$ cat config.mk
export PLATFORM = sky130hd
export DESIGN_NAME = liteic_slave_node_read
export DESIGN_NICKNAME = d
export VERILOG_FILES = /design/src/rtl/liteic_pkg.sv /design/src/rtl/liteic_rr_arbiter.sv /design/src/rtl/liteic_slave_node_read.sv
export SDC_FILE = /design/constraint.sdc
export NUM_CORES = 1
export LEC_CHECK = 0
export CORE_AREA = 2 2 76 78
export DETAILED_ROUTE_END_ITERATION = 10
export DIE_AREA = 0 0 78 80
export GPL_TIMING_DRIVEN = 0
export PLACE_DENSITY = 0.79
export SLEW_MARGIN = 20
export SYNTH_ARGS = -nofsm -noshare
export SYNTH_HDL_FRONTEND = slang
export SYNTH_SLANG_ARGS = --single-unit
$ cat constraint.sdc
create_clock -name clk_i -period 4.4 [get_ports clk_i]
set_input_delay 1.32 -clock clk_i [delete_from_list [all_inputs] [get_ports clk_i]]
set_output_delay 1.32 -clock clk_i [all_outputs]
set_load 0.05 [all_outputs]
$ cat src/rtl/liteic_pkg.sv
// ---------------------------------------------------------------------------
// liteic_pkg
// Shared constants and types for the lite interconnect slave-side read node.
//   IC_NUM_MASTER_SLOTS : number of crossbar master slots
//   IC_ARADDR_WIDTH     : full read address width (node uses the low 12 bits
//                         less, i.e. the in-region part)
//   IC_RDATA_WIDTH      : packed {r_data, r_resp} width
//   node_state_e        : read node FSM state encoding
// ---------------------------------------------------------------------------
package liteic_pkg;

    localparam int IC_NUM_MASTER_SLOTS = 4;
    localparam int IC_ARADDR_WIDTH     = 20;
    localparam int IC_RDATA_W          = 32;
    localparam int IC_RRESP_W          = 2;
    localparam int IC_RDATA_WIDTH      = IC_RDATA_W + IC_RRESP_W;

    typedef enum logic [1:0] {
        ST_IDLE = 2'd0,
        ST_AR   = 2'd1,
        ST_R    = 2'd2
    } node_state_e;

endpackage

$ cat src/rtl/liteic_rr_arbiter.sv
// ---------------------------------------------------------------------------
// liteic_rr_arbiter
// Round-robin arbiter. The search starts at the index after the last
// completed grant and wraps N-1 -> 0; out of reset master 0 has priority.
// Ports:
//   clk_i, rst_i  : clock, asynchronous active-high reset
//   req_i         : request vector
//   upd_i         : update enable, moves the pointer to upd_gnt_i
//   upd_gnt_i     : one-hot grant whose index becomes the new "last" index
//   gnt_o         : combinational one-hot grant (all-zero when no request)
// ---------------------------------------------------------------------------
module liteic_rr_arbiter #(
    parameter int N = 4
) (
    input  logic         clk_i,
    input  logic         rst_i,
    input  logic [N-1:0] req_i,
    input  logic         upd_i,
    input  logic [N-1:0] upd_gnt_i,
    output logic [N-1:0] gnt_o
);

    localparam int IW = (N > 1) ? $clog2(N) : 1;

    logic [IW-1:0] last_q;
    logic [IW-1:0] last_d;

    // Walk the requests starting one past the last winner; first hit wins.
    always_comb begin
        automatic logic found = 1'b0;
        automatic int   idx   = 0;
        gnt_o = '0;
        for (int i = 0; i < N; i++) begin
            idx = (int'(last_q) + 1 + i) % N;
            if (!found && req_i[idx]) begin
                gnt_o[idx] = 1'b1;
                found      = 1'b1;
            end
        end
    end

    always_comb begin
        last_d = last_q;
        if (upd_i) begin
            for (int i = 0; i < N; i++) begin
                if (upd_gnt_i[i]) begin
                    last_d = IW'(i);
                end
            end
        end
    end

    // "Last" = N-1 so that the first search starts at master 0.
    always_ff @(posedge clk_i or posedge rst_i) begin
        if (rst_i) begin
            last_q <= IW'(N - 1);
        end else begin
            last_q <= last_d;
        end
    end

endmodule

$ cat src/rtl/liteic_slave_node_read.sv
// ---------------------------------------------------------------------------
// liteic_slave_node_read
// Slave-side read node of the lite interconnect. Arbitrates read requests
// from NUM_MST crossbar masters, issues one AR at a time to the slave and
// routes the single R beat back to the granted master.
//
// Handshake rule for every channel: a transfer happens in a cycle where both
// valid and ready are high; a valid source holds its payload stable until
// that cycle.
//
// Ports:
//   clk_i, rst_i        : clock, asynchronous active-high reset
//   cbar_reqst_val_i    : per-master read request valid
//   cbar_reqst_rdy_o    : per-master request accept (only in IDLE, one-hot)
//   cbar_reqst_data_i   : per-master in-region address
//   cbar_resp_val_o     : per-master response valid (granted bit only)
//   cbar_resp_rdy_i     : per-master response ready
//   cbar_resp_data_o    : response {r_data, r_resp}, shared by all masters
//   slv_ar_*            : slave AR channel
//   slv_r_*             : slave R channel
//   dbg_state_o         : current FSM state, for observation
// ---------------------------------------------------------------------------
module liteic_slave_node_read
    import liteic_pkg::*;
#(
    parameter int NUM_MST = liteic_pkg::IC_NUM_MASTER_SLOTS,
    parameter int ADDR_W  = liteic_pkg::IC_ARADDR_WIDTH - 12,
    parameter int DATA_W  = liteic_pkg::IC_RDATA_WIDTH
) (
    input  logic               clk_i,
    input  logic               rst_i,
    input  logic [NUM_MST-1:0] cbar_reqst_val_i,
    output logic [NUM_MST-1:0] cbar_reqst_rdy_o,
    input  logic [ADDR_W-1:0]  cbar_reqst_data_i [NUM_MST],
    output logic [NUM_MST-1:0] cbar_resp_val_o,
    input  logic [NUM_MST-1:0] cbar_resp_rdy_i,
    output logic [DATA_W-1:0]  cbar_resp_data_o,
    output logic               slv_ar_valid_o,
    input  logic               slv_ar_ready_i,
    output logic [ADDR_W-1:0]  slv_ar_addr_o,
    input  logic               slv_r_valid_i,
    output logic               slv_r_ready_o,
    input  logic [DATA_W-1:0]  slv_r_data_i,
    output node_state_e        dbg_state_o
);

    node_state_e        state_q, state_d;
    logic [NUM_MST-1:0] gnt_q,   gnt_d;
    logic [ADDR_W-1:0]  addr_q,  addr_d;

    logic [NUM_MST-1:0] arb_gnt;
    logic               arb_upd;

    liteic_rr_arbiter #(
        .N (NUM_MST)
    ) u_arb (
        .clk_i     (clk_i),
        .rst_i     (rst_i),
        .req_i     (cbar_reqst_val_i),
        .upd_i     (arb_upd),
        .upd_gnt_i (gnt_q),
        .gnt_o     (arb_gnt)
    );

    always_comb begin
        state_d          = state_q;
        gnt_d            = gnt_q;
        addr_d           = addr_q;
        arb_upd          = 1'b0;
        cbar_reqst_rdy_o = '0;
        cbar_resp_val_o  = '0;
        cbar_resp_data_o = '0;
        slv_ar_valid_o   = 1'b0;
        slv_ar_addr_o    = '0;
        slv_r_ready_o    = 1'b0;

        case (state_q)
            ST_IDLE: begin
                if (|cbar_reqst_val_i) begin
                    cbar_reqst_rdy_o = arb_gnt;
                    gnt_d            = arb_gnt;
                    for (int i = 0; i < NUM_MST; i++) begin
                        if (arb_gnt[i]) begin
                            addr_d = cbar_reqst_data_i[i];
                        end
                    end
                    state_d = ST_AR;
                end
            end

            ST_AR: begin
                slv_ar_valid_o = 1'b1;
                slv_ar_addr_o  = addr_q;
                if (slv_ar_ready_i) begin
                    state_d = ST_R;
                end
            end

            ST_R: begin
                // Pure pass-through between the slave and the granted master.
                cbar_resp_val_o  = gnt_q & {NUM_MST{slv_r_valid_i}};
                cbar_resp_data_o = slv_r_data_i;
                slv_r_ready_o    = |(gnt_q & cbar_resp_rdy_i);
                if (slv_r_valid_i && slv_r_ready_o) begin
                    arb_upd = 1'b1;
                    state_d = ST_IDLE;
                end
            end

            default: begin
                state_d = ST_IDLE;
            end
        endcase
    end

    always_ff @(posedge clk_i or posedge rst_i) begin
        if (rst_i) begin
            state_q <= ST_IDLE;
            gnt_q   <= '0;
            addr_q  <= '0;
        end else begin
            state_q <= state_d;
            gnt_q   <= gnt_d;
            addr_q  <= addr_d;
        end
    end

    assign dbg_state_o = state_q;

endmodule

==> flow_summary.yaml, run 1 <==
status:
  status: "complete, no violations"
routing:
  dr.first_iter.drc_count: 135
  wl_per_cell_um: 15.2
  vias: 2337
  vias_per_cell: 5.10
  final_antenna_net_count: 0
  first_pass_iters: 4
  drcViolationCount: 0
  routed_wl_um: 6960
cts:
  htreeDepth: 1
  numCtsBuffers: 3
  clock_tree.buffer_depth: 2
  clock_latency_ns: 0.25
  cts_hold_buffers: 0
  clockRootBuffer: "clkbuf_8"
  cts.sinks: 16
  clkTransAtPathRegs_ns: 0.06
  cts_tree: "yes"
synthesis:
  syn-num-nets: 319
  yosys.area_share.adder_pct: 4.12
  synthSimpleGateAreaFrac_pct: 31.6
  synth-xor-area-share_pct: 0
  ys.warnings.count: 0
  synth_top_area_share_pct: 19.2
  seq_area_frac_synth_pct: 22.1
  synth.distinct_cells: 48
  yosysTopAreaCell: "dfrtp_1"
  avgSynthCellArea_um2: 7.76
  synth_mux_area_share_pct: 3.77
  synth_top_family_by_area: "simple AND/OR/NAND/NOR gates"
  synth-async-reset-ratio_pct: 100
  synth_edf_count: 0
  synthesis.area_um2: 1820
  ys.flop_type: "dfrtp_1"
  synth-seq-cells: 16
  synth_compound_area_share_pct: 27.9
  ys_top_cells_by_area: "dfrtp_1 19%, and2_1 12%, inv_1 6.6%, and4_1 4.3%, ha_1 4.1%"
  syn_inst: 235
worst_setup_path:
  crit_start: "cbar_reqst_val_i[1]"
  cp_max_fo: 7
  rr_worst_depth: 12
  reg2reg_from: "u_arb.last_q[0]"
  crit_slowest_cell: "or3_4"
  rrSetupSlack_ns: 0.95
  cp-end-kind: "primary output"
  start_kind: "primary input"
  reg2reg_to: "addr_q[4]"
  cp.required_ns: 3.08
  slowest_delay_ns: 0.39
  critPathKind: "in -> out"
  critPathCapture: "cbar_reqst_rdy_o[3]"
  crit_chain: "clkdlybuf4s15_2 -> and3b_1 -> or3_4 -> and3_1 -> a221oi_2 -> buf_4 -> nor2_4 -> buf_8"
  critPathArrivalTime_ns: 3.07
final_layout:
  nets: 471
  area_delta_synth_final_pct: 92.9
  fin_area_um2: 3520
  drive_gt1_share_pct: 15.5
  final_common_cell: "clkdlybuf4s50_1"
  diodes: 0
  mostFrequentLayoutCells: "122 x clkdlybuf4s50_1, 34 x and2_1, 32 x inv_1"
  final_util_pct: 65.0
timing:
  max_slew_margin_pct: 55.2
  finalHoldViolCount: 0
  drv_slew: 0
  setup_viol: 0
  min_period_ns: 4.39
  post-route-period-util_pct: 99.7
  fin_tns_setup_ns: 0
  max_freq_ghz: 0.228
  clock_skew_ns: 0.00577
  tightestPinTransition_ns: 0.672
power_and_ir_drop:
  power.share.clock_pct: 4.5
  switching_share_pct: 55.0
  switching_power_mw: 1.40
  internal_power_mw: 1.15
  seqPwrFrac_pct: 10.5
  p_leak_nw: 1.50
  comb_power_share_pct: 85.0
  power_density_nw_per_um2: 726
  ir_drop_v: 0.000569
placement:
  place_area_um2: 3230
  gp_congestion: 0.892
  port_buffers: 131
  place_hpwl_um: 5350
global_routing:
  overflow: 0
  grt_usage_pct: 21.0
  grt_max_degree: 17
  grt_pass1_wl_um: 10700
  grt_pass1_vias: 2251
  grt_antenna_before_repair: 0
worst_hold_path:
  worstHoldPathType: "reg -> reg"
die:
  design.die.area_um2: 6240
  ioPinCount: 132
  rows: 27
  initial_core_util_pct: 33.7
  chipHeight_um: 80
  core_area_um2: 5410
  die_w_um: 78
flow_run:
  cap_violations: 0
==> metrics by stage <==
stage	setup WS (ns)	instances	power [mW]	hold WS [ns]
3_3_place_gp	-1.26	438	2.14	0.504
2_1_floorplan	-0.0903	235	1.62	0.487
4_1_cts	-0.00800	451	2.45	0.519
5_1_grt	-0.0216	458	2.71	0.548
6_report	0.0133	458	2.55	0.522
3_5_place_dp	-1.30	438	2.17	0.509
==> cell families after synthesis <==
family	after synthesis
and+or+nand+nor	95
DFF	16
AOI/OAI and AO/OA	66
muxes	5
buffers and inverters	47
adders and majority gates	6
==> area by class of cell <==
cell class | instances | area, um^2
clock buffer | 4 | 45.0
inverter | 33 | 124
timing repair buffer | 149 | 1440
tap | 72 | 90.1
buffer | 12 | 63.8
multi-input combinational | 172 | 1350
fill | 457 | 1890
sequential | 16 | 403
==> worst min path at each step <==
stage,cells after the start,from,slack (ns),endpoint
after floorplan,1,gnt_q[0],0.49,gnt_q[0]
after global placement,2,addr_q[3],0.50,addr_q[3]
after detailed placement,2,addr_q[6],0.51,addr_q[6]
after CTS,2,addr_q[6],0.52,addr_q[6]
after global routing,2,addr_q[0],0.55,addr_q[0]
final,2,addr_q[6],0.52,addr_q[6]
==> registers in the layout, indices dropped and copies added, names as in the netlist <==
signal,count
u_arb.last_q,2
dbg_state_o,2
gnt_q,4
addr_q,8
==> synth_stat cells (2+ instances only) <==
master and count:
buf_6 2, dfstp_2 2, o21ai_0 4, dfrtp_1 14, nor3_1 3, o31ai_1 9
and4_1 9, nand4_1 2, nand3b_1 2, and3_1 5, nor2_1 19, a21o_1 4
a22o_1 2, clkbuf_1 11, or3_1 2, inv_1 32, nor3b_1 2, nand2_1 5
nand3_1 2, mux2i_1 2, nor2b_1 3, a221oi_1 2, o311ai_1 8, a21oi_1 13
ha_1 6, a32oi_1 8, and2_1 34, a31oi_1 8
==> power by group through the flow <==
stage                     clock (mW)  combinational, mW  sequential (mW)
final                          0.114               2.17            0.268
after global routing           0.122               2.31            0.278
after detailed placement           0               1.90            0.272
after floorplan                    0               1.32            0.291
after global placement             0               1.87            0.268
after CTS                      0.116               2.07            0.269
==> critical path, delay by kind of cell <==
family,cells,cell delay (ns)
compound gates,1,0.30
buf+inv,3,0.60
simple gates,4,0.84
==> what timing repair did <==
| action | in CTS | in global routing |
|---|---|---|
| buffers inserted | 11 | 7 |
| setup endpoints to repair | 5 | 4 |
| endpoints found under the hold margin | 0 | 0 |
| pin swaps | 9 | 6 |
| resized for setup | 58 | 9 |
==> metal layers <==
| layer | up-vias | routed length (um) | share of wire (%) | global-route usage (%) |
|---|---|---|---|---|
| li1 | 1152 | - | - | - |
| met1 | 1082 | 2940 | 42 | 25.8 |
| met2 | 95 | 3540 | 51 | 38.8 |
| met3 | 8 | 391 | 5.6 | 3.85 |
| met4 | 0 | 84 | 1.2 | 3.33 |
| met5 | - | 0 | 0 | 0 |
No activity file was read; power rests on OpenSTA's default activity.
==> inputs of run 2 (changes only) <==
Settings changed: CTS_BUF_LIST from default to sky130_fd_sc_hd__clkbuf_16.
==> run 2 against run 1 <==
Compared with the run above: sequential cell count stayed put; routed wire length is 0.32% higher; setup slack better by 0.029 ns; fmax is 0.66% higher; first-iteration DRC count is 12% lower; die area stayed put.
==> flow_summary.yaml, run 2 (synthesis results as in run 1) <==
final_layout:
  reg.largest.list: "addr_q x8, gnt_q x4"
  fill_cells: 452
  final_common_cell: "clkdlybuf4s50_1"
  area_delta_synth_final_pct: 93.1
  fin_area_um2: 3520
  mostFrequentLayoutCells: "122 x clkdlybuf4s50_1, 34 x and2_1, 33 x inv_1"
  diodes: 0
  nets: 469
  drive_gt1_share_pct: 15.1
  top_register: "addr_q"
  largest_reg_flops: 8
cts:
  cts_hold_buffers: 0
  clock_latency_ns: 0.25
  clock_tree.buffer_depth: 2
  cts.sinks: 16
  numCtsBuffers: 3
  htreeDepth: 1
  clkTransAtPathRegs_ns: 0.05
  cts_tree: "yes"
  clockRootBuffer: "clkbuf_16"
placement:
  place_ws_ns: -1.30
  port_buffers: 131
  place_area_um2: 3230
  gp_congestion: 0.892
  place_hpwl_um: 5350
timing:
  tightestPinTransition_ns: 0.654
  setup_viol: 0
  finalHoldViolCount: 0
  fin_ws_ns: 0.0420
  clock_skew_ns: 0.00364
  post-route-period-util_pct: 99.0
  max_freq_ghz: 0.229
  drv_slew: 0
  min_period_ns: 4.36
  fin_tns_setup_ns: 0
  max_slew_margin_pct: 56.4
  holdWs_ns: 0.515
routing:
  first_pass_iters: 4
  dr.first_iter.drc_count: 119
  final_antenna_net_count: 0
  vias_per_cell: 5.05
  routed_wl_um: 6980
  vias: 2303
  drcViolationCount: 0
  wl_per_cell_um: 15.3
worst_setup_path:
  crit_family: "simple AND/OR/NAND/NOR gates"
  path_buf_inv: 3
  cp.required_ns: 3.08
  critPathArrivalTime_ns: 3.04
  reg2reg_from: "u_arb.last_q[0]"
  rrSetupSlack_ns: 0.93
  start_kind: "primary input"
  slowest_delay_ns: 0.55
  reg2reg_to: "addr_q[4]"
  rr_worst_depth: 12
  critPathKind: "in -> out"
  cp_max_fo: 5
  cp-end-kind: "primary output"
  crit_slowest_cell: "or4b_4"
  crit_chain: "buf_2 -> mux2_4 -> or4b_4 -> a21oi_4 -> a221oi_2 -> buf_4 -> nor2_4 -> buf_8"
die:
  chipHeight_um: 80
  design.die.area_um2: 6240
  core_area_um2: 5410
  die_w_um: 78
  initial_core_util_pct: 33.7
  rows: 27
  ioPinCount: 132
flow_run:
  cap_violations: 0
power_and_ir_drop:
  fin_total_pwr_mw: 2.60
  ir_drop_v: 0.000578
  power_density_nw_per_um2: 738
  p_leak_nw: 1.51
global_routing:
  overflow: 0
  grt_max_degree: 17
  grt_antenna_before_repair: 0
  grt_pass1_vias: 2244
  grt_pass1_wl_um: 10600
  grt_usage_pct: 21.0
status:
  status: "complete, no violations"
worst_hold_path:
  holdPathStages: 2
  hp-start: "addr_q[7]"
  hold-path-endpoint: "addr_q[7]"
  worstHoldPathType: "reg -> reg"
-- run 2: changes by cell type in the layout (fill, tap and decap cells not counted) --
| cell | before | now |
|---|---|---|
| a211oi_2 | 0 | 1 |
| a211oi_4 | 2 | 1 |
| a21oi_2 | 1 | 2 |
| a21oi_4 | 2 | 1 |
| buf_4 | 19 | 18 |
| buf_6 | 5 | 4 |
| buf_8 | 1 | 2 |
| clkbuf_1 | 10 | 9 |
| clkbuf_16 | 0 | 3 |
| clkbuf_8 | 3 | 0 |
| clkdlybuf4s15_2 | 1 | 0 |
| inv_1 | 32 | 33 |
-- run 2: worst min-delay path: cells and delay by family (launching register included) --
kind / cells / cell delay (ns)
buffers and inverters: 1 / 0.07
AOI/OAI and AO/OA: 1 / 0.05
DFF: 1 / 0.35
-- run 2: repair_timing --
item | CTS | global route
gates resized for setup | 61 | 7
setup buffers | 10 | 6
pin swaps | 11 | 6
endpoints found under the setup margin | 5 | 4
-- run 2: final cells by class --
| cell class | count | area (um^2) | share of cell area [%] |
|---|---|---|---|
| clock inverters | 1 | 3.75 | 0.107 |
| clock buffers | 3 | 75.1 | 2.13 |
| multi-input cells | 172 | 1340 | 37.9 |
| plain buffers | 12 | 63.8 | 1.81 |
| well taps | 72 | 90.1 | 2.56 |
| inverters | 33 | 124 | 3.52 |
| flip-flops and latches | 16 | 403 | 11.4 |
| repair buffers | 147 | 1430 | 40.5 |
-- run 2: through the flow --
step / util, % / cells
floorplan: - / 235
global placement: 59.8 / 438
detailed placement: 59.8 / 438
CTS: 64.2 / 450
global route: 65.1 / 456
finish: 65.1 / 456
-- run 2: where the power goes --
group	internal, mW	leakage, nW	switching, mW
clock	0.120	0.0423	0.0565
sequential	0.228	0.186	0.0422
combinational	0.850	1.28	1.30
total	1.20	1.51	1.40
-- run 2: how the worst max path moves through the flow --
stage | from | to | cells past startpoint
CTS | cbar_reqst_val_i[0] | cbar_reqst_rdy_o[1] | 6
detailed placement | cbar_reqst_val_i[3] | cbar_reqst_rdy_o[2] | 7
floorplan | cbar_reqst_val_i[2] | cbar_reqst_rdy_o[2] | 5
global placement | cbar_reqst_val_i[3] | cbar_reqst_rdy_o[2] | 7
finish | cbar_reqst_val_i[2] | cbar_reqst_rdy_o[3] | 8
global route | cbar_reqst_val_i[2] | cbar_reqst_rdy_o[3] | 8
-- run 2: metal layers --
metal	part of all wire [%]	wire length, um	GRT usage [%]
met1	42	2960	25.2
met2	51	3590	39.3
met3	5.5	384	3.85
met4	0.69	48	3.51
met5	0	0	0
